<file path="src/rtl/step_pkg.sv">
// Shared definitions for the step phase sequencer: index width, mode encodings
// and the eight-entry half-step coil table.
package step_pkg;

  localparam int IDX_W = 3;

  typedef logic [IDX_W-1:0] idx_t;

  typedef enum logic {
    STEP_HALF = 1'b0,
    STEP_FULL = 1'b1
  } step_mode_e;

  typedef enum logic {
    DIR_REV = 1'b0,
    DIR_FWD = 1'b1
  } step_dir_e;

  // Coil pattern {A, B, A_n, B_n}; odd indices are the two-phase-on entries.
  function automatic logic [3:0] phase_coils(input idx_t idx);
    logic [3:0] pat;
    case (idx)
      3'd0:    pat = 4'b1000;
      3'd1:    pat = 4'b1100;
      3'd2:    pat = 4'b0100;
      3'd3:    pat = 4'b0110;
      3'd4:    pat = 4'b0010;
      3'd5:    pat = 4'b0011;
      3'd6:    pat = 4'b0001;
      3'd7:    pat = 4'b1001;
      default: pat = 4'b0000;
    endcase
    return pat;
  endfunction

endpackage

</file>
<file path="src/rtl/step_tick_gen.sv">
// Step-rate prescaler: one tick every DIV cycles of continuous en, with the
// first tick DIV cycles after en is first sampled high.
module step_tick_gen #(
  parameter logic [15:0] DIV = 16'd1000
) (
  input  logic clk,
  input  logic rst,
  input  logic en,
  output logic tick
);

  logic [15:0] cnt_q, cnt_d;
  logic        en_q;

  // en_q gates the rising-edge cycle so the count restarts from zero there.
  assign tick = en && en_q && (cnt_q == (DIV - 16'd1));

  // Next prescaler count.
  always_comb begin
    cnt_d = cnt_q;
    if (!en || !en_q) begin
      cnt_d = 16'd0;
    end else if (tick) begin
      cnt_d = 16'd0;
    end else begin
      cnt_d = cnt_q + 16'd1;
    end
  end

  // Prescaler and enable-history registers.
  always_ff @(posedge clk) begin
    if (!rst) begin
      cnt_q <= 16'd0;
      en_q  <= 1'b0;
    end else begin
      cnt_q <= cnt_d;
      en_q  <= en;
    end
  end

endmodule

</file>
<file path="src/rtl/step_phase_seq.sv">
// Stepper phase sequencer: walks the half/full-step coil table on each tick.
// Build option STEP_HOLD_EN keeps the last pattern energized while idle.
module step_phase_seq
  import step_pkg::*;
#(
  parameter logic [15:0] DIV = 16'd1000
) (
  input  logic       clk,
  input  logic       rst,
  input  logic       step,
  input  logic       dir,
  input  logic       run,
  output logic [3:0] coils,
  output logic       busy,
  output logic [7:0] step_cnt
);

  idx_t       idx_q, idx_d;
  idx_t       mag_s;
  logic [3:0] coils_q, coils_d;
  logic [7:0] cnt_q, cnt_d;
  logic       run_q;
  logic       tick_s;
  logic       rise_s;
  logic       adv_s;

  step_tick_gen #(.DIV(DIV)) u_tick (
    .clk  (clk),
    .rst  (rst),
    .en   (run),
    .tick (tick_s)
  );

  assign rise_s = run && !run_q;
  // A tick while run is low never moves the rotor.
  assign adv_s  = run && tick_s;

  // Phase index advance: full step from an even index first lands on odd.
  always_comb begin
    idx_d = idx_q;
    mag_s = 3'd1;
    if (adv_s) begin
      if ((step == STEP_FULL) && idx_q[0]) begin
        mag_s = 3'd2;
      end else begin
        mag_s = 3'd1;
      end
      if (dir == DIR_FWD) begin
        idx_d = idx_q + mag_s;
      end else begin
        idx_d = idx_q - mag_s;
      end
    end else begin
      idx_d = idx_q;
    end
  end

  // Coil pattern and saturating step counter.
  always_comb begin
    coils_d = coils_q;
    cnt_d   = cnt_q;
    if (run) begin
      coils_d = phase_coils(idx_d);
    end else begin
`ifdef STEP_HOLD_EN
      coils_d = coils_q;
`else
      coils_d = 4'b0000;
`endif
    end
    if (rise_s) begin
      cnt_d = 8'd0;
    end else if (adv_s && (cnt_q != 8'hFF)) begin
      cnt_d = cnt_q + 8'd1;
    end else begin
      cnt_d = cnt_q;
    end
  end

  // State and output registers.
  always_ff @(posedge clk) begin
    if (!rst) begin
      idx_q   <= 3'd0;
      coils_q <= 4'b0000;
      cnt_q   <= 8'd0;
      run_q   <= 1'b0;
    end else begin
      idx_q   <= idx_d;
      coils_q <= coils_d;
      cnt_q   <= cnt_d;
      run_q   <= run;
    end
  end

  assign coils    = coils_q;
  assign busy     = run_q;
  assign step_cnt = cnt_q;

endmodule

</file>
<file path="config.mk">
export PLATFORM = sky130hd
export DESIGN_NAME = step_phase_seq
export DESIGN_NICKNAME = d
export VERILOG_FILES = /design/src/rtl/step_pkg.sv /design/src/rtl/step_tick_gen.sv /design/src/rtl/step_phase_seq.sv
export SDC_FILE = /design/constraint.sdc
export NUM_CORES = 1
export LEC_CHECK = 0
export ABC_AREA = 1
export CAP_MARGIN = 20
export CORE_MARGIN = 2
export CORE_UTILIZATION = 59
export DETAILED_ROUTE_END_ITERATION = 12
export DONT_BUFFER_PORTS = 1
export GPL_TIMING_DRIVEN = 0
export HOLD_SLACK_MARGIN = 0.06
export PLACE_DENSITY = 0.73
export SYNTH_ARGS = -nofsm -noshare
export SYNTH_HDL_FRONTEND = slang
export SYNTH_SLANG_ARGS = --single-unit
</file>
<file path="constraint.sdc">
create_clock -name clk -period 2.4 [get_ports clk]
set_input_delay 0.36 -clock clk [delete_from_list [all_inputs] [get_ports clk]]
set_output_delay 0.36 -clock clk [all_outputs]
set_load 0.02 [all_outputs]
</file>
==> results of run 1 <==
==> cells by family (layout without fill, tap and decap cells) <==
kind of cell    Yosys count  after routing  share of synthesized area, %
simple gates            135            135                          37.8
flops                    32             32                          38.5
buf+inv                  39             47                          9.18
fa+ha+maj                 4              4                          3.46
xor+xnor                 10             10                          5.27
compound gates           19             19                          5.79
==> cell usage in the layout (no fill, tap or decap), types with 5 or more instances in the layout <==
cell type  netlist  final
xor2_1           9      9
nor2_1          34     34
inv_1           31     31
dfxtp_1         32     32
nand2_1         58     58
nand3_1         15     15
inv_2            5      5
clkbuf_4         0      5
a21oi_1         14     14
nor3_1           5      5
==> synth_stat cells <==
| cell | instances | area share (%) |
|---|---|---|
| inv_2 | 5 | 1.1 |
| buf_2 | 1 | 0.30 |
| nor2_2 | 4 | 1.5 |
| dfxtp_1 | 32 | 39 |
| and2_4 | 1 | 0.53 |
| a31oi_1 | 1 | 0.38 |
| xor2_1 | 9 | 4.7 |
| inv_1 | 31 | 7.0 |
| nand4_1 | 2 | 0.75 |
| nor4_1 | 1 | 0.38 |
| nor3b_1 | 4 | 1.8 |
| nor3_1 | 5 | 1.5 |
| nor2_4 | 1 | 0.68 |
| xnor2_1 | 1 | 0.53 |
| fa_1 | 1 | 1.2 |
| a21oi_1 | 14 | 4.2 |
| o21ai_0 | 3 | 0.90 |
| clkinv_2 | 1 | 0.30 |
| nand3_1 | 15 | 4.5 |
| nand3_4 | 1 | 1.1 |
| nand2_2 | 4 | 1.5 |
| ha_1 | 3 | 2.3 |
| nand2_1 | 58 | 13 |
| nor2_1 | 34 | 7.7 |
| or2_1 | 1 | 0.38 |
| nand3_2 | 2 | 1.2 |
| buf_4 | 1 | 0.45 |
| nor3b_2 | 1 | 0.75 |
| nand3b_1 | 1 | 0.45 |
| o21ai_1 | 1 | 0.30 |
==> through the flow <==
step | worst slack [ns] | utilization (%) | area (µm²) | cells
after floorplan | 0.865 | - | 1660 | 239
after global placement | 0.745 | 62.8 | 1700 | 270
after detailed placement | 0.744 | 62.8 | 1700 | 270
after CTS | 0.729 | 65.0 | 1760 | 278
after global routing | 0.545 | 65.0 | 1760 | 278
final | 0.744 | 65.0 | 1760 | 278
==> worst max path at each step <==
stage                             startpoint                        to  slack (ns)
CTS                      idx_q[0]$_SDFF_PN0_       coils[2]$_SDFF_PP0_        0.73
global route             idx_q[0]$_SDFF_PN0_       coils[2]$_SDFF_PP0_        0.54
detailed placement  step_cnt[0]$_SDFFE_PP0P_  step_cnt[1]$_SDFFE_PP0P_        0.74
global placement    step_cnt[0]$_SDFFE_PP0P_  step_cnt[4]$_SDFFE_PP0P_        0.75
floorplan                               step       coils[2]$_SDFF_PP0_        0.87
finish              step_cnt[1]$_SDFFE_PP0P_  step_cnt[7]$_SDFFE_PP0P_        0.74
==> routing by layer <==
layer | global-route usage (%) | vias to the layer above | part of all wire, %
met3 | 7.71 | 6 | 5.2
met1 | 25.4 | 579 | 49
met2 | 30.9 | 20 | 43
li1 | - | 763 | -
met4 | 9.30 | 0 | 2.1
met5 | 0 | - | 0
==> state kept, by name, indices dropped and copies added, names as in the netlist <==
name and flops:
u_tick.cnt_q 16, step_cnt 8, coils 4, idx_q 3, u_tick.en_q 1
==> layout make-up <==
type / count / area, µm²
multi-input combinational: 168 / 870
inverter: 37 / 140
clock buffer: 8 / 58.8
tap: 31 / 38.8
fill: 272 / 950
buffer: 2 / 12.5
sequential: 32 / 641
==> critical path: stages, from the launching register on <==
cell      delay [ns]
dfxtp_1         0.51
ha_1            0.25
nand2_1         0.10
nor3_1          0.16
nand3_1         0.13
nand3_4         0.14
clkinv_2        0.12
nand2_1         0.08
a21oi_1         0.05
==> power by group <==
part | total [µW] | internal [µW] | switching [µW]
sequential | 537 | 533 | 3.68
clock | 318 | 144 | 173
combinational | 18.4 | 5.00 | 13.4
total | 873 | 682 | 190
==> results.py, run 1 <==
metrics = {
    "yosys": {
        "ys_seq_area_share_pct": 38.5,
        "synth_cell_types": 30,
        "synth.avg_cell_area_um2": 6.96,
        "yosys_register_bits": 32,
        "synth_fp_nets": 248,
        "synth_area_um2": 1660,
        "synthCells": 239,
        "yosysWarnings": 0,
    },
    "clock_tree": {
        "cts_max_level": 2,
        "cts_tree": "done",
        "numCtsBuffers": 5,
        "cts_root_buf": "clkbuf_4",
        "hold_buffers": 0,
        "cts_resized": 0,
        "clk_pin_slew_worst_paths_ns": 0.10,
        "clock_latency_ns": 0.33,
        "post_cts_buffers": 0,
        "cts_sinks": 32,
        "clockBufferDepth": 2,
    },
    "timing": {
        "post-route-period-util_pct": 69.0,
        "fin_skew_ns": 0.0106,
        "rsz0062_at_grt": "no",
        "whs_ns": 0.219,
        "maxSlewViolCount": 0,
        "hold_violations": 0,
        "min_period_ns": 1.66,
        "fin_tns_setup_ns": 0,
        "tightest_slew_ns": 0.328,
        "setup_violations": 0,
        "fmax_mhz": 604,
        "slew_headroom_pct": 78.0,
    },
    "min_path": {
        "worstHoldPathType": "in -> reg",
        "whs_endpoint": "idx_q[1]$_SDFF_PN0_",
        "min_from": "rst",
        "hold_depth": 2,
    },
    "worst_setup_path": {
        "reg2reg_depth": 8,
        "crit_path_max_fanout": 8,
        "reg2reg_from": "step_cnt[1]$_SDFFE_PP0P_",
        "arrival_ns": 1.88,
        "critPathCaptureType": "flop",
        "criticalPathCategory": "reg -> reg",
        "r2r_end": "step_cnt[7]$_SDFFE_PP0P_",
        "start_kind": "flop",
        "critPathRequiredTime_ns": 2.62,
        "r2r_slack_ns": 0.74,
    },
    "floorplanning": {
        "boundaryPins": 18,
        "rows": 19,
        "core_area_um2": 2710,
        "initial_core_util_pct": 61.4,
        "fp.dieW_um": 57.1,
        "dieArea_um2": 3260,
        "die_h_um": 57.1,
    },
    "route": {
        "drcViolationCount": 0,
        "drt_iter0_markers": 63,
        "via_count": 1368,
        "wire_per_inst_um": 10.3,
        "dr.pass1.iters": 4,
        "via_per_inst": 4.92,
        "routed_wl_mm": 2.85,
        "antenna_violating_nets_post_route": 0,
    },
    "grt": {
        "grt_usage_pct": 20.2,
        "grt_max_degree": 11,
        "gr-total-overflow": 0,
        "antenna_found_initial": 0,
        "grt_pass1_wl_mm": 5.14,
        "grt_pass1_vias": 1235,
    },
    "power": {
        "p_per_area_nw_per_um2": 496,
        "irDropWorstVdd_mv": 0.430,
        "p_leak_uw": 0.000671,
        "p_total_uw": 873,
    },
    "cells_and_area": {
        "diodes": 0,
        "area_growth_pct": 5.87,
        "fin_nets": 255,
        "drive_gt1_share_pct": 11.3,
    },
    "run": {
        "cap_violations": 0,
    },
    "place": {
        "gp_congestion": 0.815,
        "place.port_buffers": 0,
        "dp_hpwl_mm": 2.18,
    },
    "run_status": {
        "outcome": "finished, final reports clean",
    },
}
Power figures use the tool's default switching activity.
==> run 2, diff against run 1 <==
--- a/config.mk
+++ b/config.mk
@@ -8,12 +8,12 @@
 export ABC_AREA = 1
 export CAP_MARGIN = 20
 export CORE_MARGIN = 2
-export CORE_UTILIZATION = 59
+export CORE_UTILIZATION = 56
 export DETAILED_ROUTE_END_ITERATION = 12
 export DONT_BUFFER_PORTS = 1
 export GPL_TIMING_DRIVEN = 0
 export HOLD_SLACK_MARGIN = 0.06
-export PLACE_DENSITY = 0.73
+export PLACE_DENSITY = 0.72
 export SYNTH_ARGS = -nofsm -noshare
 export SYNTH_HDL_FRONTEND = slang
 export SYNTH_SLANG_ARGS = --single-unit
==> constraint.sdc (replaced) <==
create_clock -name clk -period 1.4 [get_ports clk]
set_input_delay 0.21 -clock clk [delete_from_list [all_inputs] [get_ports clk]]
set_output_delay 0.21 -clock clk [all_outputs]
set_load 0.02 [all_outputs]
==> results.py, run 2 (same netlist as run 1, synthesis figures left out) <==
metrics = {
    "clock_tree": {
        "numCtsBuffers": 5,
        "cts_max_level": 2,
        "clockBufferDepth": 2,
        "cts_tree": "done",
        "cts_sinks": 32,
        "clock_latency_ns": 0.35,
        "clk_pin_slew_worst_paths_ns": 0.10,
        "cts_root_buf": "clkbuf_4",
    },
    "timing": {
        "fin_skew_ns": 0.00694,
        "min_period_ns": 1.60,
        "tightest_slew_ns": 0.396,
        "whs_ns": 0.0998,
        "fin_ws_ns": -0.198,
        "fin_tns_setup_ns": -1.82,
        "rsz0062_at_grt": "yes",
        "slew_headroom_pct": 73.6,
        "maxSlewViolCount": 0,
        "post-route-period-util_pct": 114,
        "fmax_mhz": 626,
        "hold_violations": 0,
        "setup_violations": 14,
    },
    "cells_and_area": {
        "seq_area_um2": 672,
        "largest-register": "u_tick.cnt_q",
        "diodes": 0,
        "finalInstanceArea_um2": 2170,
        "final_cells": 296,
        "layout_commonest_cell": "nand2_1",
        "multi_input_area_um2": 1070,
        "drive_gt1_share_pct": 38.5,
        "area_growth_pct": 30.7,
        "final_cell_mix": "nand2_1 (52), nor2_1 (28), inv_1 (27)",
        "fill_cells": 196,
        "fin_nets": 273,
        "largest_register_ffs": 16,
    },
    "route": {
        "via_per_inst": 5.16,
        "drcViolationCount": 0,
        "antenna_violating_nets_post_route": 0,
        "drt_iter0_markers": 41,
        "routed_wl_mm": 3.79,
        "dr.pass1.iters": 5,
        "wire_per_inst_um": 12.8,
        "via_count": 1527,
    },
    "place": {
        "place_area_um2": 1710,
        "numPlacedInstances": 270,
        "place.port_buffers": 0,
        "dp_hpwl_mm": 2.21,
        "gp_congestion": 0.798,
    },
    "power": {
        "p_leak_uw": 0.000831,
        "irDropWorstVdd_mv": 0.801,
        "p_per_area_nw_per_um2": 704,
    },
    "floorplanning": {
        "core_area_um2": 2780,
        "fp.dieW_um": 58.5,
        "die_h_um": 58.5,
        "dieArea_um2": 3420,
        "rows": 19,
        "initial_core_util_pct": 59.8,
        "boundaryPins": 18,
    },
    "grt": {
        "grt_usage_pct": 22.5,
        "grt_pass1_wl_mm": 5.76,
        "antenna_found_initial": 0,
        "grt_max_degree": 11,
        "gr-total-overflow": 0,
        "grt_pass1_vias": 1398,
    },
    "worst_setup_path": {
        "crit_path_max_fanout": 5,
        "slowest_delay_ns": 0.52,
        "critPathRequiredTime_ns": 1.65,
        "arrival_ns": 1.85,
        "path_cells": "nand2_1 > ha_2 > inv_2 > fa_2 > nand3_2 > nand2_4 > and2_4 > nor2_1",
        "start_kind": "flop",
        "criticalPathCategory": "reg -> reg",
        "crit_path_top_delay_cell": "fa_2",
        "critPathCaptureType": "flop",
    },
    "run": {
        "cap_violations": 0,
    },
    "run_status": {
        "violations": "negative setup slack",
        "outcome": "finished, violations left",
    },
    "min_path": {
        "worstHoldPathType": "in -> reg",
    },
}
## run 2: repair_timing
item	in CTS	in global routing
setup endpoints to repair	27	29
hold endpoints to repair	4	0
hold buffers	2	0
gates resized for setup	24	51
pin swaps	3	13
cloned	0	0
setup buffers	3	14
## run 2: critical path, delay by kind of cell (launching register included)
family | cells | cell delay, ns
adders and majority gates | 2 | 0.68
buffers and inverters | 1 | 0.03
and+or+nand+nor | 5 | 0.44
DFF | 1 | 0.35
## run 2: final cells by class
class / count / share of cell area (%)
Multi-Input combinational cell: 168 / 49.4
Sequential cell: 32 / 30.9
Timing Repair Buffer: 19 / 7.71
Inverter: 37 / 6.85
Clock buffer: 6 / 2.36
Tap cell: 31 / 1.78
Buffer: 1 / 0.518
Clock inverter: 2 / 0.461
## run 2: through the flow
stage / utilization (%) / setup slack, ns / power (µW)
2_1_floorplan: - / -0.0924 / 966
3_3_place_gp: 61.5 / -0.201 / 973
3_5_place_dp: 61.5 / -0.198 / 973
4_1_cts: 68.3 / -0.178 / 1530
5_1_grt: 78.1 / -0.287 / 1590
6_report: 78.1 / -0.198 / 1530
## run 2: power breakdown
part | switching, µW | total [µW] | internal [µW]
Combinational | 34.5 | 59.6 | 25.1
Clock | 317 | 555 | 238
Sequential | 6.71 | 915 | 909
## run 2: path summary, 6_finish.rpt
kind,from,endpoint,slack [ns],cells past startpoint
setup reg to reg,idx_q[0]$_SDFF_PN0_,coils[0]$_SDFF_PN0_,-0.20,8
hold reg to reg,u_tick.cnt_q[9]$_SDFF_PP0_,u_tick.cnt_q[9]$_SDFF_PP0_,0.48,2
hold / removal,rst,u_tick.cnt_q[10]$_SDFF_PP0_,0.1,3
setup / recovery,idx_q[0]$_SDFF_PN0_,coils[0]$_SDFF_PN0_,-0.20,8
## run 2: metal layers
layer / up-vias / part of all wire [%] / track usage [%]
li1: 794 / - / -
met1: 695 / 43 / 27.5
met2: 32 / 50 / 34.5
met3: 6 / 5.5 / 9.01
met4: 0 / 1.6 / 10.3
met5: - / 0 / 0
